### src/rtl/nand_page_sequencer_if.sv
// nand_page_sequencer_if: request, sub-engine handshake and address/data-select
// bundle between the test top level, the sub-engines and the page sequencer.
// master = everything outside the sequencer (test top plus sub-engines),
// slave  = the sequencer itself.
interface nand_page_sequencer_if #(
    parameter int COL_W  = 12,
    parameter int ROW_W  = 20,
    parameter int PAGE_W = 8
);
    // request side
    logic              start;
    logic              mode;
    logic [COL_W-1:0]  startCol;
    logic [ROW_W-1:0]  startRow;
    logic [PAGE_W-1:0] numPages;

    // sub-engine done levels
    logic              feedbackCommand;
    logic              feedbackALC;
    logic              feedbackWR;
    logic              feedbackRO;

    // sub-engine launch pulses
    logic              rstCommand;
    logic              rstALC;
    logic              rstWR;
    logic              rstRO;

    // data path / status
    logic              commandSelect;
    logic [1:0]        MUXselectline;
    logic [31:0]       toAddressLine;
    logic              writeEnable;
    logic              forReadInstruction;
    logic              busy;
    logic              done;
    logic              error;

    modport master (
        output start, mode, startCol, startRow, numPages,
        output feedbackCommand, feedbackALC, feedbackWR, feedbackRO,
        input  rstCommand, rstALC, rstWR, rstRO,
        input  commandSelect, MUXselectline, toAddressLine,
        input  writeEnable, forReadInstruction, busy, done, error
    );

    modport slave (
        input  start, mode, startCol, startRow, numPages,
        input  feedbackCommand, feedbackALC, feedbackWR, feedbackRO,
        output rstCommand, rstALC, rstWR, rstRO,
        output commandSelect, MUXselectline, toAddressLine,
        output writeEnable, forReadInstruction, busy, done, error
    );
endinterface

### src/rtl/nand_page_sequencer.sv
// nand_page_sequencer: walks a multi-page NAND read or program through the
// command, address-latch, write and read-out sub-engines, one row per page.
// All bus outputs are registered decodes of the current state, so they appear
// one cycle after the state that produces them.
// Optional feature: define NAND_SEQ_TIMEOUT_EN to build a per-WAIT watchdog
// that aborts a stalled phase and raises the sticky error flag.
module nand_page_sequencer #(
    parameter int COL_W  = 12,
    parameter int ROW_W  = 20,
    parameter int PAGE_W = 8,
    parameter int TMO_W  = 10
) (
    input  logic                 CLK,
    input  logic                 reset,
    nand_page_sequencer_if.slave bus
);

    typedef enum logic [3:0] {
        S_IDLE,
        S_C1_ISS, S_C1_WT,
        S_AD_ISS, S_AD_WT,
        S_C2_ISS, S_C2_WT,
        S_DA_ISS, S_DA_WT,
        S_NEXT
    } state_t;

    state_t            state_q, state_d, adv;
    logic              mode_q;
    logic [COL_W-1:0]  col_q;
    logic [ROW_W-1:0]  row_q;
    logic [PAGE_W-1:0] pages_q;
    logic              zero_q;

    logic              take_start, last_page, waiting, fb_hit, tmo_fire;
    logic              l_cmd_p0, l_alc_p0, l_wr_p0, l_ro_p0;
    logic [1:0]        mux_p0;
    logic              cs_p0;
    logic              busy_p0, done_p0, we_p0, ro_p0;

    // {column, zero pad, row}; the pad vanishes when COL_W+ROW_W == 32
    function automatic logic [31:0] page_addr(input logic [COL_W-1:0] c,
                                               input logic [ROW_W-1:0] r);
        page_addr = '0;
        page_addr[31 -: COL_W]   = c;
        page_addr[ROW_W-1:0]     = r;
    endfunction

`ifdef NAND_SEQ_TIMEOUT_EN
    // last count value before the counter would reach all-ones
    localparam logic [TMO_W-1:0] TMO_LAST = TMO_W'((1 << TMO_W) - 2);
    logic [TMO_W-1:0] tmo_q;
    logic             error_q;
`endif

    // next-state and phase decode; feedback is only looked at in WAIT states
    always_comb begin
        state_d    = state_q;
        adv        = S_IDLE;
        take_start = 1'b0;
        last_page  = 1'b0;
        waiting    = 1'b0;
        fb_hit     = 1'b0;
        tmo_fire   = 1'b0;
        l_cmd_p0   = 1'b0;
        l_alc_p0   = 1'b0;
        l_wr_p0    = 1'b0;
        l_ro_p0    = 1'b0;
        mux_p0     = 2'b00;
        cs_p0      = 1'b0;
        case (state_q)
            S_IDLE: begin
                if (bus.start) begin
                    take_start = 1'b1;
                    if (bus.numPages != '0) state_d = S_C1_ISS;
                end
            end
            S_C1_ISS: begin
                l_cmd_p0 = 1'b1;
                state_d  = S_C1_WT;
            end
            S_C1_WT: begin
                waiting = 1'b1;
                fb_hit  = bus.feedbackCommand;
                adv     = S_AD_ISS;
            end
            S_AD_ISS: begin
                mux_p0   = 2'b01;
                l_alc_p0 = 1'b1;
                state_d  = S_AD_WT;
            end
            S_AD_WT: begin
                mux_p0  = 2'b01;
                waiting = 1'b1;
                fb_hit  = bus.feedbackALC;
                adv     = mode_q ? S_DA_ISS : S_C2_ISS;
            end
            S_C2_ISS: begin
                cs_p0    = 1'b1;
                l_cmd_p0 = 1'b1;
                state_d  = S_C2_WT;
            end
            S_C2_WT: begin
                cs_p0   = 1'b1;
                waiting = 1'b1;
                fb_hit  = bus.feedbackCommand;
                adv     = mode_q ? S_NEXT : S_DA_ISS;
            end
            S_DA_ISS: begin
                mux_p0  = mode_q ? 2'b10 : 2'b11;
                l_wr_p0 = mode_q;
                l_ro_p0 = !mode_q;
                state_d = S_DA_WT;
            end
            S_DA_WT: begin
                mux_p0  = mode_q ? 2'b10 : 2'b11;
                waiting = 1'b1;
                fb_hit  = mode_q ? bus.feedbackWR : bus.feedbackRO;
                adv     = mode_q ? S_C2_ISS : S_NEXT;
            end
            S_NEXT: begin
                if (pages_q == PAGE_W'(1)) begin
                    last_page = 1'b1;
                    state_d   = S_IDLE;
                end else begin
                    state_d = S_C1_ISS;
                end
            end
            default: state_d = S_IDLE;
        endcase
        if (waiting) begin
            if (fb_hit) begin
                state_d = adv;
            end
`ifdef NAND_SEQ_TIMEOUT_EN
            else if (tmo_q == TMO_LAST) begin
                state_d  = S_IDLE;
                tmo_fire = 1'b1;
            end
`endif
        end
    end

    // busy drops together with done, i.e. on the edge that returns to IDLE
    assign busy_p0 = (state_q != S_IDLE) && (state_d != S_IDLE);
    assign done_p0 = zero_q | last_page | tmo_fire;
    assign we_p0   = mode_q && busy_p0;
    assign ro_p0   = !mode_q && (state_q == S_DA_ISS || state_q == S_DA_WT);

    // state register
    always_ff @(posedge CLK or posedge reset) begin
        if (reset) state_q <= S_IDLE;
        else       state_q <= state_d;
    end

    // request capture and per-page row/count walk
    always_ff @(posedge CLK or posedge reset) begin
        if (reset) begin
            mode_q  <= 1'b0;
            col_q   <= '0;
            row_q   <= '0;
            pages_q <= '0;
            zero_q  <= 1'b0;
        end else begin
            zero_q <= take_start && (bus.numPages == '0);
            if (take_start) begin
                mode_q  <= bus.mode;
                col_q   <= bus.startCol;
                row_q   <= bus.startRow;
                pages_q <= bus.numPages;
            end else if (state_q == S_NEXT) begin
                row_q   <= row_q + 1'b1;
                pages_q <= pages_q - 1'b1;
            end
        end
    end

    // ---- stage boundary: decoded controls -> registered bus outputs ----
    always_ff @(posedge CLK or posedge reset) begin
        if (reset) begin
            bus.rstCommand         <= 1'b0;
            bus.rstALC             <= 1'b0;
            bus.rstWR              <= 1'b0;
            bus.rstRO              <= 1'b0;
            bus.commandSelect      <= 1'b0;
            bus.MUXselectline      <= 2'b00;
            bus.toAddressLine      <= '0;
            bus.writeEnable        <= 1'b0;
            bus.forReadInstruction <= 1'b0;
            bus.busy               <= 1'b0;
            bus.done               <= 1'b0;
        end else begin
            bus.rstCommand         <= l_cmd_p0;
            bus.rstALC             <= l_alc_p0;
            bus.rstWR              <= l_wr_p0;
            bus.rstRO              <= l_ro_p0;
            bus.commandSelect      <= cs_p0;
            bus.MUXselectline      <= mux_p0;
            bus.writeEnable        <= we_p0;
            bus.forReadInstruction <= ro_p0;
            bus.busy               <= busy_p0;
            bus.done               <= done_p0;
            if (state_q == S_C1_ISS) bus.toAddressLine <= page_addr(col_q, row_q);
        end
    end

`ifdef NAND_SEQ_TIMEOUT_EN
    // WAIT watchdog and sticky error; counter idles at 0 outside WAIT
    always_ff @(posedge CLK or posedge reset) begin
        if (reset) begin
            tmo_q   <= '0;
            error_q <= 1'b0;
        end else begin
            if (waiting && !fb_hit && !tmo_fire) tmo_q <= tmo_q + 1'b1;
            else                                 tmo_q <= '0;
            if (take_start)    error_q <= 1'b0;
            else if (tmo_fire) error_q <= 1'b1;
        end
    end
    assign bus.error = error_q;
`else
    assign bus.error = 1'b0;
`endif

endmodule

### src/flat_wrapper.sv
// flat-port wrapper written by rule: the top's interface ports become plain ports
module nand_page_sequencer_flat 
#(
    parameter int COL_W  = 12,
    parameter int ROW_W  = 20,
    parameter int PAGE_W = 8,
    parameter int TMO_W  = 10
)
  (CLK, reset, bus_start, bus_mode, bus_startCol, bus_startRow, bus_numPages, bus_feedbackCommand, bus_feedbackALC, bus_feedbackWR, bus_feedbackRO, bus_rstCommand, bus_rstALC, bus_rstWR, bus_rstRO, bus_commandSelect, bus_MUXselectline, bus_toAddressLine, bus_writeEnable, bus_forReadInstruction, bus_busy, bus_done, bus_error);
  nand_page_sequencer_if #(.COL_W(COL_W), .ROW_W(ROW_W), .PAGE_W(PAGE_W)) bus_i ();
  input  logic CLK;
  input  logic reset;
  input wire logic [$bits(bus_i.start)-1:0] bus_start;
  input wire logic [$bits(bus_i.mode)-1:0] bus_mode;
  input wire logic [$bits(bus_i.startCol)-1:0] bus_startCol;
  input wire logic [$bits(bus_i.startRow)-1:0] bus_startRow;
  input wire logic [$bits(bus_i.numPages)-1:0] bus_numPages;
  input wire logic [$bits(bus_i.feedbackCommand)-1:0] bus_feedbackCommand;
  input wire logic [$bits(bus_i.feedbackALC)-1:0] bus_feedbackALC;
  input wire logic [$bits(bus_i.feedbackWR)-1:0] bus_feedbackWR;
  input wire logic [$bits(bus_i.feedbackRO)-1:0] bus_feedbackRO;
  output wire logic [$bits(bus_i.rstCommand)-1:0] bus_rstCommand;
  output wire logic [$bits(bus_i.rstALC)-1:0] bus_rstALC;
  output wire logic [$bits(bus_i.rstWR)-1:0] bus_rstWR;
  output wire logic [$bits(bus_i.rstRO)-1:0] bus_rstRO;
  output wire logic [$bits(bus_i.commandSelect)-1:0] bus_commandSelect;
  output wire logic [$bits(bus_i.MUXselectline)-1:0] bus_MUXselectline;
  output wire logic [$bits(bus_i.toAddressLine)-1:0] bus_toAddressLine;
  output wire logic [$bits(bus_i.writeEnable)-1:0] bus_writeEnable;
  output wire logic [$bits(bus_i.forReadInstruction)-1:0] bus_forReadInstruction;
  output wire logic [$bits(bus_i.busy)-1:0] bus_busy;
  output wire logic [$bits(bus_i.done)-1:0] bus_done;
  output wire logic [$bits(bus_i.error)-1:0] bus_error;
  assign bus_i.start = bus_start;
  assign bus_i.mode = bus_mode;
  assign bus_i.startCol = bus_startCol;
  assign bus_i.startRow = bus_startRow;
  assign bus_i.numPages = bus_numPages;
  assign bus_i.feedbackCommand = bus_feedbackCommand;
  assign bus_i.feedbackALC = bus_feedbackALC;
  assign bus_i.feedbackWR = bus_feedbackWR;
  assign bus_i.feedbackRO = bus_feedbackRO;
  assign bus_rstCommand = bus_i.rstCommand;
  assign bus_rstALC = bus_i.rstALC;
  assign bus_rstWR = bus_i.rstWR;
  assign bus_rstRO = bus_i.rstRO;
  assign bus_commandSelect = bus_i.commandSelect;
  assign bus_MUXselectline = bus_i.MUXselectline;
  assign bus_toAddressLine = bus_i.toAddressLine;
  assign bus_writeEnable = bus_i.writeEnable;
  assign bus_forReadInstruction = bus_i.forReadInstruction;
  assign bus_busy = bus_i.busy;
  assign bus_done = bus_i.done;
  assign bus_error = bus_i.error;
  nand_page_sequencer #(.COL_W(COL_W), .ROW_W(ROW_W), .PAGE_W(PAGE_W), .TMO_W(TMO_W)) u_core (.CLK(CLK), .reset(reset), .bus(bus_i));
endmodule
### config.mk
export PLATFORM = sky130hd
export DESIGN_NAME = nand_page_sequencer_flat
export DESIGN_NICKNAME = d
export VERILOG_FILES = /design/src/rtl/nand_page_sequencer_if.sv /design/src/rtl/nand_page_sequencer.sv /design/src/flat_wrapper.sv
export SDC_FILE = /design/constraint.sdc
export NUM_CORES = 1
export LEC_CHECK = 0
export CAP_MARGIN = 0
export CORE_ASPECT_RATIO = 0.6
export CORE_MARGIN = 1
export CORE_UTILIZATION = 25
export DETAILED_ROUTE_END_ITERATION = 8
export PLACE_DENSITY = 0.45
export SYNTH_ARGS = -nofsm -noshare
export SYNTH_HDL_FRONTEND = slang
export SYNTH_SLANG_ARGS = --single-unit
### constraint.sdc
create_clock -name CLK -period 3.42 [get_ports CLK]
set_clock_uncertainty 0.2 [all_clocks]
set_input_delay 0.513 -clock CLK [delete_from_list [all_inputs] [get_ports CLK]]
set_output_delay 0.513 -clock CLK [all_outputs]
set_load 0.05 [all_outputs]
======== Yosys cells after proc, flatten, opt, wreduce, memory -nomap -nowiden ========
Index checks and enable logic that the tools add are counted.
cells by class
  mux-type cells .......................... 28
  reductions and logical operators ........ 18
  $add $sub $neg .......................... 2
  eq/ne operators ......................... 10
  bitwise gates (word level) .............. 1
operators with widths
  kind                                               count
  two-way mux 20 bit                                 2
  case mux 4 bit (7 select lines)                    1
  two-way mux 4 bit                                  6
  adder 20 x 1 -> 20 bit (second input constant)     1
  == test 4 x 3 -> 1 bit (second input constant)     4
  two-way mux 8 bit                                  2
  case mux 4 bit (4 select lines)                    1
  two-way mux 1 bit                                  13
  OR reduction 2 bit                                 5
  == test 4 x 2 -> 1 bit (second input constant)     2
  == test 4 bit (second input constant)              2
  == test 8 x 1 -> 1 bit (second input constant)     1
  zero test 8 bit                                    1
  nonzero test 4 bit                                 2
  nonzero test 8 bit                                 1
  subtractor 8 x 1 -> 8 bit (second input constant)  1
  == test 4 x 1 -> 1 bit (second input constant)     1
  logical AND 1 bit                                  4
  zero test 4 bit                                    1
  case mux 2 bit (2 select lines)                    1
  OR reduction 4 bit                                 1
  case mux 1 bit (3 select lines)                    1
  two-way mux 2 bit                                  1
  nonzero test 2 bit                                 1
  3 further kinds                                    3
word-level totals
  register bits ........................... 89
  output and inout port bits .............. 44

======== Longest topological paths before layout ========
Gate-level depths: netlist (run 1).
  depth after elaboration ................. 9
  mapped depth ............................ 7
  depth with buffers taken out ............ 7

======== Worst setup path before layout (run 1) ========
Ideal clock, no wire load.
  kind .................................... register to register
  from .................................... register u_core.row_q[0]
  to ...................................... register u_core.row_q[16]
  period minus slack after synthesis ...... 1,981 ps
  path buffers ............................ 1
  stages on the path, launching flop included .. 8
  slack ................................... 1,439 ps
  data required time ...................... 3,083 ps
  arrival ................................. 1,644 ps
  cell sequence ........................... dfrtp_1 > ha_1 > inv_1 > or4_4 > buf_6 > nor3_2 > xnor2_1 > a21oi_1
on the way
  cells in the longest elaborated chain, start to end .. 3
ends and longest elaborated chain
  element                 RTL line                    RTL
  start, declared         nand_page_sequencer.sv:30   logic [ROW_W-1:0] row_q;
  start signal, assigned  nand_page_sequencer.sv:168  row_q <= bus.startRow;
  start signal, assigned  nand_page_sequencer.sv:171  row_q <= row_q + 1'b1;
  adder 20 x 1 -> 20 bit  nand_page_sequencer.sv:171
  two-way mux 20 bit      nand_page_sequencer.sv:170  end else if (state_q == S_NEXT) begin
  two-way mux 20 bit      nand_page_sequencer.sv:165  if (take_start) begin
Every way passes these cells. The select of a mux whose other input is x is not followed.
A chain may end at the register's enable or synchronous reset.

======== Worst setup path after layout (run 1) ========
  from .................................... register u_core.state_q[3]
  to ...................................... register u_core.row_q[16]
on the way
  cells in the longest elaborated chain, start to end .. 3
  elaborated cells between the ends (all ways) .. 5
  classes of those cells .................. eq/ne (1); mux (2); reduce/logical (2)
ends and longest elaborated chain
  element                                                   RTL line                    RTL
  start, declared                                           nand_page_sequencer.sv:27   state_t state_q, state_d, adv;
  start signal, assigned                                    nand_page_sequencer.sv:152  else state_q <= state_d;
  zero test 4 bit                                           nand_page_sequencer.sv:70   case (state_q)
  two-way mux 1 bit                                         nand_page_sequencer.sv:70
  two-way mux 20 bit or nonzero test 2 bit (tied branches)  n/a
Parallel ways exist; a longest one is shown, timed or not.

==> results of run 1 <==
## synthesized netlist by cell type, types with 4 or more instances
| library cell | instances |
|---|---|
| sky130_fd_sc_hd__clkbuf_1 | 11 |
| sky130_fd_sc_hd__xor2_1 | 5 |
| sky130_fd_sc_hd__nand2_1 | 82 |
| sky130_fd_sc_hd__o21ai_0 | 21 |
| sky130_fd_sc_hd__xnor2_1 | 5 |
| sky130_fd_sc_hd__nor3_1 | 8 |
| sky130_fd_sc_hd__nand3_1 | 5 |
| sky130_fd_sc_hd__inv_1 | 8 |
| sky130_fd_sc_hd__dfrtp_1 | 89 |
| sky130_fd_sc_hd__nor2_1 | 18 |
| sky130_fd_sc_hd__mux2_2 | 31 |
| sky130_fd_sc_hd__o211ai_1 | 4 |
| sky130_fd_sc_hd__o311ai_0 | 4 |
| sky130_fd_sc_hd__a21oi_1 | 14 |
| sky130_fd_sc_hd__a221o_1 | 4 |
| sky130_fd_sc_hd__buf_2 | 8 |
## where the power goes
part	internal [mW]	leakage [nW]	total, mW	switching [mW]
logic	0.938	1.02	2.36	1.43
registers	1.53	1.11	2.01	0.481
clock network	0.649	0.162	1.09	0.438
total	3.12	2.29	5.46	2.34
## worst paths after layout
path / slack (ps) / cells after the start / start / to
worst min register to register: 270 / 2 / u_core.col_q[2] / u_core.col_q[2]
min in group asynchronous: 320 / 2 / reset / u_core.bus.toAddressLine[18]
worst max-delay path: 810 / 5 / u_core.state_q[3] / u_core.row_q[16]
worst min-delay path: 270 / 2 / u_core.col_q[2] / u_core.col_q[2]
worst max register to register: 810 / 5 / u_core.state_q[3] / u_core.row_q[16]
max in group asynchronous: 1990 / 3 / reset / u_core.col_q[6]
## stage by stage
step / utilization (%) / instance area [µm²] / std cells
after floorplan: - / 4030 / 382
after global placement: 33.1 / 5150 / 660
after detailed placement: 33.1 / 5150 / 660
after CTS: 35.2 / 5480 / 676
after global routing: 35.2 / 5480 / 676
final: 35.2 / 5480 / 676
## state kept, by name (all words and copies together), names as in the netlist, 2 cells and up
name / flops
u_core.pages_q: 8
u_core.state_q: 4
u_core.bus.toAddressLine: 32
u_core.row_q: 20
u_core.col_q: 12
u_core.bus.MUXselectline: 2
## area by class of cell
class | count | area share, %
flip-flops and latches | 89 | 40.7
repair buffers | 98 | 17.8
multi-input cells | 262 | 30.4
inverters | 8 | 0.571
well taps | 203 | 4.64
clock buffers | 9 | 4.11
clock inverters | 7 | 1.87
## cell families after synthesis
| logic type | Yosys count | synth area share [%] |
|---|---|---|
| AO/OA/AOI/OAI | 69 | 11.2 |
| XOR/XNOR | 10 | 2.18 |
| adder cells (fa/ha/maj) | 3 | 0.932 |
| buffers and inverters | 31 | 3.54 |
| flip-flops | 89 | 55.3 |
| multiplexers | 32 | 8.95 |
| other | 1 | 0.0931 |
| AND/OR/NAND/NOR | 147 | 17.8 |
## metal layers
metal | vias up | wire (µm) | global-route usage [%]
li1 | 1506 | - | -
met1 | 1570 | 5940 | 20.8
met2 | 81 | 4440 | 19.5
met3 | 11 | 571 | 3.94
met4 | 0 | 119 | 4.03
met5 | - | 0 | 0
## worst max-delay path: stages (launching register included)
cell	delay, ps
sky130_fd_sc_hd__dfrtp_1	610
sky130_fd_sc_hd__nand4bb_1	510
sky130_fd_sc_hd__or4_4	740
sky130_fd_sc_hd__nor3_2	220
sky130_fd_sc_hd__xnor2_1	130
sky130_fd_sc_hd__a21oi_1	80
## placed cells by master (no fill, tap or decap), types with 9 or more instances in the layout
| cell | n |
|---|---|
| sky130_fd_sc_hd__o21ai_0 | 21 |
| sky130_fd_sc_hd__nor2_1 | 18 |
| sky130_fd_sc_hd__dfrtp_1 | 89 |
| sky130_fd_sc_hd__a21oi_1 | 14 |
| sky130_fd_sc_hd__clkdlybuf4s50_1 | 90 |
| sky130_fd_sc_hd__nand2_1 | 82 |
| sky130_fd_sc_hd__mux2_2 | 31 |
| sky130_fd_sc_hd__clkbuf_16 | 9 |
==> results.md, run 1 <==
- The run finished, with violations left.
- The final reports fail on DRC.
- The area of the multi-input gates is roughly 1700 µm².
- The via count is around 3200.
- Setup repair after global routing left no endpoint under its margin.
- CTS saw 89 sinks.
- The share of async-settable or async-resettable flops after synthesis is 100%.
- In the routed layout, each cell is associated on average with a via count of about 4.7.
- The least setup slack across all paths after layout is 814 ps.
- In this run the biggest area consumer among cell types represents between 50% and 60% of the synthesized area.
- The number of hold buffers added after CTS is 0.
- The via count of the first global-routing pass is roughly 3200.
- The number of gates resized after CTS is 0.
- The final RePlAce weighted congestion is between 0.7 and 0.8.
- Once detail routing completed, the nets flagged for antenna violations numbered 0.
- The number of pins exceeding their max-slew limit in the final report is 0.
- In this run the static leakage power is approximately 2.3 nW.
- After floorplanning, the core was sized to cover between 15000 and 20000 µm².
- Synthesis produced a netlist whose cell count is about 380.
- In this run the deepest clock path goes through 2 buffers.
- After detailed routing, the number of remaining DRC violations is 5.
- The horizontal die dimension is 166 µm.
- The remaining global-route overflow is 0.
- The achievable clock frequency is 384 MHz.
- In the final layout, the share of cells above drive strength 1 is about 14%.
- The data arrival time at the worst-slack endpoint is approximately 2600 ps.
- The startpoint kind of the worst setup timing path is a flip-flop.
- For this run, the number of Yosys warnings is 0.
- The total negative slack for setup checks is 0 ps.
- STA puts the critical path data required time at 3440 ps.
- The clock tree synthesis step divided the H-tree into 3 levels.
- The pre-CTS setup slack is around 850 ps.
- The post-DP HPWL is around 8000 µm.
- The count of endpoints failing hold in the final timing report is 0.
- The synthesized area per cell is between 10 and 15 µm².
- The post-synthesis cell type count is between 50 and 60.
- The number of ports placed on the die boundary is slightly above 90.
- The number of max-cap violations is 0.
- The number of nets in the finished design is 519.
- The total power draw is between 5 and 6 mW.
- The area growth from synthesis to final layout is 36.0%.
- The share of the clock period used by the worst path is 76.2%.
- In this run the post-CTS setup repair buffer count came out at 0.
- By area the synthesized netlist is led by sky130_fd_sc_hd__dfrtp_1, sky130_fd_sc_hd__mux2_2, sky130_fd_sc_hd__nand2_1.
- The count of TritonRoute iterations in the first routing pass is 8.
- For this configuration, the core starts out at a cell density of between 20% and 30%.
- The clock-pin transition on the worst setup and hold timing paths is about 70 ps.
- Setup violations remaining at the end of the flow were counted as 0.
- Dividing the detail-routed wire length by the instance count gives about 16 µm.
- TritonCTS built the clock tree.
- The sequential cells in the finished layout cover a total of between 2000 and 2500 µm².
- The post-layout minimum cycle time is about 2600 ps.
- The type of the most critical hold path is flip-flop to flip-flop.
- Entering global routing, the biggest net connects 40 pins.
- Clock tree synthesis selected as its root buffer the cell sky130_fd_sc_hd__clkbuf_16.
- Hold timing on the final database bottoms out at a slack of 270 ps.
- The detailed router finished its first iteration with 171 violations.
- Of all nets on the critical path, the largest fanout is 14.
- When the netlist entered floorplanning its net count stood at between 400 and 500.
- Power spread over the standard cell area amounts to about 1000 nW/µm².
- The quantity of I/O buffers inserted on ports is 90.
- The cell area after synthesis is 4030 µm².
- The final-layout fill cell count is 1565.
- VDD sags by at most about 0.50 mV.
- The die covers ~17000 µm².
- The final wirelength is around 11000 µm.
- The first-pass GRT wire length is about 18000 µm.
- The total track usage is between 10% and 20%.
- At the later pin of the worst-skew pair, clock insertion delay measures 340 ps.
- The dominant synthesized flop cell is sky130_fd_sc_hd__dfrtp_1.
- The proportion of synthesized chip area in sequential cells is between 50% and 60%.
- STA classifies the critical path endpoint as a flip-flop.
- The number of cell rows is 35.
- The worst relative slew slack is around 57%.
- The register bit total from synthesis is 89.
- Counting the buffers created by CTS gives 9.
- Measured along the y axis, the die boundary spans 100 µm.
- The largest area contributor in the synthesized netlist is sky130_fd_sc_hd__dfrtp_1.
- At the pin with the least slew margin, the transition time is ~630 ps.
- The number of enable-type register cells in the synthesized netlist is 0.
- 0 antenna diodes ended up in the layout.
- The start-to-end type of the worst setup path is flip-flop to flip-flop.
- The number of antenna violations at the first check in global routing is 0.
(Power assumes the default switching activity.)
==> inputs of run 2 (changes only) <==
==> constraint.sdc (replaced) <==
create_clock -name CLK -period 2.7 [get_ports CLK]
set_clock_uncertainty 0.2 [all_clocks]
set_input_delay 0.405 -clock CLK [delete_from_list [all_inputs] [get_ports CLK]]
set_output_delay 0.405 -clock CLK [all_outputs]
set_load 0.05 [all_outputs]
==> run 2 against run 1 <==
Compared with the run above: the flow still finishes with violations (DRC); count of clock-buffer cells in the layout unchanged; largest power group unchanged; largest cell class unchanged; global-route usage grew 0.054 points; sequential cell count did not move; first-iteration DRC count down 0.58%; via count decreased by 1.7%; critical path depth is the same; worst hold slack better by 7.8 ps; clock power rose by 17%; sequential share of layout area down 0.25 points; cell area grew 0.62%.
==> results.md, run 2 (same netlist as run 1, synthesis figures left out) <==
- The number of cell rows is 35.
- The count of TritonRoute iterations in the first routing pass is 6.
- The post-layout minimum cycle time is ~2400 ps.
- The horizontal die dimension is 166 µm.
- The post-detailed-route count of antenna-violating nets is 0.
- The library cell used most frequently in the layout, excluding fill and tap cells, is sky130_fd_sc_hd__clkdlybuf4s50_1.
- For this design the ratio of total power to cell area is roughly 1200 nW/µm².
- The highest layer used for signal routing is met4.
- Across the VDD grid, the largest voltage drop is roughly 0.46 mV.
- The core footprint is approximately 16000 µm².
- The number of antenna violations at the first check in global routing is 0.
- After clock tree synthesis, the clock-pin slew on the worst setup and hold paths is ~70 ps.
- The register with the most flip-flops in the layout has 32 of them.
- The total track usage is between 10% and 20%.
- Routability-driven placement finished with a final weighted congestion of a little over 0.8.
- The per-cell via count in the routed design is 4.59.
- Derived from the worst setup path, the maximum achievable clock frequency is between 400 and 500 MHz.
- At the pin with the least slew margin, the transition time is 720 ps.
- The share of the clock period used by the worst path is between 80% and 90%.
- The number of instances on the worst hold path is 2.
- The post-placement cell count is 662.
- The sequential cell area in the final layout is about 2200 µm².
- Internal power comes to around 3.8 mW.
- Clock tree synthesis inserted a total of 9 buffers.
- Per report_power, the combinational group accounts for 44.2% of the total.
- Net switching is between 40% and 50% of the power.
- The total negative slack for setup checks is 0 ps.
- For this design the static power due to leakage is ~2.3 nW.
- The routed length on met3 is between 400 and 500 µm.
- The die area is between 15000 and 20000 µm².
- The worst setup path is launched from a flip-flop.
- The floorplan step set the die height to approximately 100 µm.
- The area growth from synthesis to final layout is 36.9%.
- u_core.bus.toAddressLine holds more flip-flops than any other register.
- The wire length the detailed router placed on met1 is 6160 µm.
- The final-layout fill cell count is 1545.
- The final reports fail on DRC.
- The net count of the finished layout is roughly 520.
- The clock tree from TritonCTS is yes.
- The first routing iteration left 170 violations.
- In this run the count of I/O pins placed on the die edge is 92.
- The count of endpoints failing setup in the final report is 0.
- The CTS H-tree depth is 3.
- At the worst endpoint, the arrival time is around 2400 ps.
- The worst-path maximum fanout is 14.
- The worst pin sits at a relative slew slack of between 50% and 60%.
- The number of setup buffers added after CTS is 0.
- In the layout the commonest cells are sky130_fd_sc_hd__clkdlybuf4s50_1, sky130_fd_sc_hd__dfrtp_1, sky130_fd_sc_hd__nand2_1, sky130_fd_sc_hd__mux2_2, sky130_fd_sc_hd__o21ai_0.
- The worst register-to-register path has a depth of 5.
- The remaining global-route overflow is 0.
- The path class of the tightest hold or removal check is flip-flop to flip-flop.
- The share of power burned in registers is between 30% and 40%.
- Across all layers, the routed design uses 3114 vias.
- After the flow finishes, the layout carries non-filler instances totaling about 680.
- In this run the tool buffered the top-level ports with 90 buffer cells.
- The number of inserted diodes is 0.
- In the routed design, unresolved DRC markers number 6.
- The post-DP HPWL is 7730 µm.
- The flow ran to the end, but the final reports show violations.
- The final wirelength is approximately 11000 µm.
- The number of pins exceeding their max-slew limit in the final report is 0.
- After clock tree synthesis, the flow added hold-fix buffers numbering 0.
- In the final layout, the registers with the most flip-flops are u_core.bus.toAddressLine x32, u_core.row_q x20, u_core.col_q x12.
- The multi-input combinational cells in the finished layout cover a total of ~1700 µm².
- The initial cell density of the core is between 20% and 30%.
- No sink is reached through more buffers than the 2 on the longest clock path.
- Max-cap violations in this run came to 0.
- The net switching power of the design is between 3 and 4 mW.
- The pin count of the biggest net entering global routing is 49.
- Setup repair after global routing left no endpoint under its margin.
- In this run the clock root is driven by a sky130_fd_sc_hd__clkbuf_16.
- The met2 wire length is 4180 µm.
- The clock net in this run drives a total of 89 sinks.
- The proportion of power drawn by the clock network is a little under a fifth.
- The first global-routing pass estimated between 15000 and 20000 µm of wire.
- Dividing the detail-routed wire length by the instance count gives 16.0 µm.
- Gates resized during post-CTS repair numbered 0.
- STA puts the critical path data required time at ~2700 ps.
- The worst setup path is captured at a flip-flop.
- The via count of the first global-routing pass is 3166.
- The ratio of cells with drive above 1 in the final layout is around 15%.
- The insertion delay to the later sink of the worst-skew pair is 350 ps.
- The start-to-end type of the worst setup path is flip-flop to flip-flop.
- The count of endpoints failing hold in the final timing report is 0.
## run 2: cell types whose count changed in the layout (fill, tap and decap cells not counted)
cell	change
sky130_fd_sc_hd__buf_12	+3
sky130_fd_sc_hd__bufinv_16	-2
sky130_fd_sc_hd__clkinv_2	-2
sky130_fd_sc_hd__clkinv_8	+2
sky130_fd_sc_hd__buf_4	-1
sky130_fd_sc_hd__clkinv_4	-1
sky130_fd_sc_hd__clkinvlp_4	+1
sky130_fd_sc_hd__inv_6	+1
sky130_fd_sc_hd__inv_8	+1
## run 2: cell type report
type | instances | share of cell area, %
clock inverters | 7 | 1.48
flip-flops and latches | 89 | 40.4
well taps | 203 | 4.61
inverters | 8 | 0.613
multi-input cells | 262 | 30.2
repair buffers | 100 | 18.6
clock buffers | 9 | 4.09
## run 2: metal layers
layer / GRT usage, % / vias up
met5: 0 / -
met4: 3.45 / 0
met3: 4.46 / 6
met2: 18.8 / 74
met1: 21.4 / 1520
li1: - / 1514
## run 2: power by group through the flow
| stage | registers (mW) | logic [mW] | clock network [mW] |
|---|---|---|---|
| after floorplan | 3.24 | 1.26 | 0 |
| after global placement | 2.54 | 3.02 | 0 |
| after detailed placement | 2.55 | 3.04 | 0 |
| after CTS | 2.53 | 3.06 | 1.31 |
| after global routing | 2.64 | 3.25 | 1.37 |
| final | 2.53 | 3.02 | 1.28 |
## run 2: final timing paths
path / start / end / slack [ps]
max: u_core.state_q[0] / u_core.row_q[17] / 290
min: u_core.col_q[2] / u_core.col_q[2] / 280
max reg2reg: u_core.state_q[0] / u_core.row_q[17] / 290
min reg2reg: u_core.col_q[2] / u_core.col_q[2] / 280
max in group asynchronous: reset / u_core.pages_q[2] / 1300
min in group asynchronous: reset / u_core.col_q[8] / 310
## run 2: worst max-delay path: stages (launching register included)
cell and delay (ps):
sky130_fd_sc_hd__dfrtp_1 530, sky130_fd_sc_hd__nor4_1 680, sky130_fd_sc_hd__nand2_1 260, sky130_fd_sc_hd__nand2_1 210
sky130_fd_sc_hd__o21ai_0 120, sky130_fd_sc_hd__a221o_1 300
## run 2: metrics by stage
| stage | cell area, µm² | util, % | hold WS, ps | setup WS, ps | total power [mW] |
|---|---|---|---|---|---|
| final | 5510 | 35.4 | 278 | 290 | 6.83 |
| after global routing | 5510 | 35.4 | 303 | 91.5 | 7.27 |
| after CTS | 5510 | 35.4 | 282 | 288 | 6.90 |
| after detailed placement | 5200 | 33.5 | 253 | 301 | 5.59 |
| after global placement | 5200 | 33.5 | 252 | 293 | 5.56 |
| after floorplan | 4030 | - | 217 | 719 | 4.50 |
==> inputs of run 3 (changes only) <==
--- a/config.mk
+++ b/config.mk
@@ -8,9 +8,11 @@
 export CAP_MARGIN = 0
 export CORE_ASPECT_RATIO = 0.6
 export CORE_MARGIN = 1
-export CORE_UTILIZATION = 25
+export CORE_UTILIZATION = 28
+export CTS_CLUSTER_SIZE = 12
 export DETAILED_ROUTE_END_ITERATION = 8
-export PLACE_DENSITY = 0.45
+export PLACE_DENSITY = 0.49
 export SYNTH_ARGS = -nofsm -noshare
 export SYNTH_HDL_FRONTEND = slang
 export SYNTH_SLANG_ARGS = --single-unit
+export TNS_END_PERCENT = 10
==> run 3 against run 2 <==
Compared with the run above: sequential cell count stayed put; the run now ends clean; largest cell class unchanged; cell area is 1.1% lower; critical path type unchanged; largest power group unchanged; die area is 11% lower; critical path depth stayed put.
==> results.md, run 3 (same netlist as run 1, synthesis figures left out) <==
- The area of the multi-input gates is 1660 µm².
- The detail route stage leaves a number of antenna-violating nets equal to 0.
- The clock tree from TritonCTS is yes.
- Measured against its own limit, the worst slew margin works out to about 57%.
- The number of flip-flops in the largest register is 32.
- The maximum root-to-sink buffer count is 2.
- The largest registers in the layout are u_core.bus.toAddressLine x32, u_core.row_q x20, u_core.col_q x12.
- The switching power share of the total is a little over two fifths.
- The count of endpoints failing hold in the final timing report is 0.
- The initial utilization of the core area, before any placement, comes to between 20% and 30%.
- The kind of capture point of the worst setup path is a flip-flop.
- Data arrives at the worst endpoint at between 2000 and 2500 ps.
- STA classifies the critical path startpoint as a flip-flop.
- 0 antenna diodes ended up in the layout.
- The endpoint required time on the critical path is approximately 2700 ps.
- The total track usage is between 10% and 20%.
- The residual DRC count is 0.
- Buffers inserted during clock tree synthesis total 9.
- The core region is about 14000 µm².
- The proportion of power drawn by the clock network is between 10% and 20%.
- Using the TritonRoute via totals, the vias-per-cell ratio works out to 4.67.
- The final RePlAce weighted congestion is approximately 0.83.
- More flip-flops sit in one register than any other, and that register is u_core.bus.toAddressLine.
- From synthesis to final layout, the design area changed by 35.3%.
- The flow ran to the end, and the final reports show no timing, DRC or antenna violations.
- The number of cells traversed by the worst register-to-register path is 5.
- At the pin with the least slew margin, the transition time is roughly 650 ps.
- The internal power component is between 3 and 4 mW.
- The net switching power of the design is ~3 mW.
- The insertion delay to the later sink of the worst-skew pair is 340 ps.
- Across the VDD grid, the largest voltage drop is 0.476 mV.
- Setup slack closes at ~280 ps.
- The via count is approximately 3100.
- The floorplan has 33 rows.
- The achievable clock frequency is just over 400 MHz.
- The library cell used most frequently in the layout, excluding fill and tap cells, is sky130_fd_sc_hd__clkdlybuf4s50_1.
- The worst register-to-register path ends at u_core.row_q[3].
- The worst hold path belongs to the class flip-flop to flip-flop.
- The via count of the first global-routing pass is around 3100.
- Counting I/O delays and the setup requirement, the final critical path takes ~2400 ps.
- Setup repair after global routing left no endpoint under its margin.
- In the final design database the tool counted around 520 nets.
- The share of power burned in registers is 37.4%.
- The routed length per instance is approximately 16 µm.
- The number of gates resized after CTS is 0.
- Prior to clock tree synthesis, the placed netlist has a worst setup slack of about 300 ps.
- Clock tree synthesis selected as its root buffer the cell sky130_fd_sc_hd__clkbuf_16.
- Of the cells placed in the final design, the portion with a size suffix greater than 1 is roughly 14%.
- The count of TritonRoute iterations in the first routing pass is 4.
- The remaining global-route overflow is 0.
- In the layout the commonest cells are sky130_fd_sc_hd__clkdlybuf4s50_1, sky130_fd_sc_hd__dfrtp_1, sky130_fd_sc_hd__nand2_1, sky130_fd_sc_hd__mux2_2, sky130_fd_sc_hd__o21ai_0.
- Post-CTS timing repair inserted 0 buffers for setup.
- On the final layout, the worst hold slack is roughly 270 ps.
- The path with the worst hold slack has its endpoint at u_core.bus.done.
- The die height is around 95 µm.
- Setup slack on the worst reg-to-reg path comes out at 280 ps.
- The number of max-cap violations is 0.
- Setup violations remaining at the end of the flow were counted as 0.
- The final wirelength is 10400 µm.
- The number of antenna violations at the first check in global routing is 0.
- Entering global routing, the biggest net connects 90 pins.
- The clock-pin transition on the worst setup and hold timing paths is 70 ps.
- In this run, the number of DRC markers left after iteration 0 of detailed routing was roughly 140.
- The CTS H-tree depth is 3.
- The total negative slack for setup checks is 0 ps.
- The share of the clock period used by the worst path is roughly nine tenths.
- The final-layout fill cell count is 1368.
- The first-pass GRT wire length is about 16000 µm.
- In this run the tool buffered the top-level ports with 90 buffer cells.
- The tree built by TritonCTS fans out to 89 sinks.
- The timing startpoint of the critical path is u_core.state_q[0].
- The number of hold buffers added after CTS is 0.
- Dividing total power by cell area gives a power density of 1250 nW/µm².
- Summed over all cells, the static leakage comes to about 2.3 nW.
- The die covers 14900 µm².
- The portion of total power attributed to combinational logic is approximately 44%.
- The start-to-end type of the worst setup path is flip-flop to flip-flop.
- The wire-length estimate of the detail-placed layout is 7380 µm.
- The worst-path maximum fanout is 14.
- The horizontal die dimension is approximately 160 µm.
- In this run the most critical hold path is launched from u_core.zero_q.
- Registers take 2230 µm².
- The worst register-to-register path begins at u_core.state_q[0].
- The number of pins exceeding their max-slew limit in the final report was 0.
- The number of instances on the worst hold path is 1.
- For this design the top-level I/O count stands at 92.
run 3: changes by cell type in the layout (fill, tap and decap cells not counted), sizes merged:
cell	previous run	this run
clkinvlp	1	2
clkinv	3	2
bufinv	0	1
clkbuf	9	10
buf	10	8
inv	11	9
run 3: area by class of cell:
cell class	count	share of cell area (%)
multi-input combinational	262	30.5
sequential	89	40.9
clock buffer	10	4.39
tap	192	4.41
clock inverter	6	1.33
inverter	8	0.620
timing repair buffer	98	17.9
run 3: per-stage QoR:
stage	utilization (%)	power [mW]	cell area, µm²	instances
floorplan	-	4.50	4030	382
CTS	39.4	6.89	5450	665
global placement	37.1	5.51	5140	649
finish	39.4	6.82	5450	665
detailed placement	37.1	5.57	5140	649
global route	39.4	7.24	5450	665
run 3: how the worst max path moves through the flow:
| stage | cells past startpoint | end |
|---|---|---|
| after floorplan | 7 | u_core.row_q[16] |
| after global placement | 5 | u_core.row_q[17] |
| after detailed placement | 5 | u_core.row_q[3] |
| after CTS | 5 | u_core.row_q[3] |
| after global routing | 5 | u_core.row_q[17] |
| final | 5 | u_core.row_q[3] |
run 3: worst max-delay path, cell delays in order (launching register included):
cell and delay, ps:
sky130_fd_sc_hd__dfrtp_1 530, sky130_fd_sc_hd__nor4_1 640, sky130_fd_sc_hd__nand2_1 330, sky130_fd_sc_hd__nand2_1 210, sky130_fd_sc_hd__o21ai_0 100, sky130_fd_sc_hd__a221o_1 290
run 3: power groups by stage:
stage	combinational [mW]	sequential (mW)	clock [mW]
global placement	2.97	2.54	0
finish	2.99	2.55	1.28
global route	3.22	2.64	1.38
CTS	3.02	2.54	1.33
floorplan	1.26	3.24	0
detailed placement	3.01	2.56	0
run 3: layer usage:
layer | share of wire (%) | track usage, % | routed length [µm]
met1 | 54 | 22.4 | 5590
met2 | 40 | 20.2 | 4210
met3 | 5.3 | 4.36 | 549
met4 | 0.95 | 3.76 | 99
met5 | 0 | 0 | 0
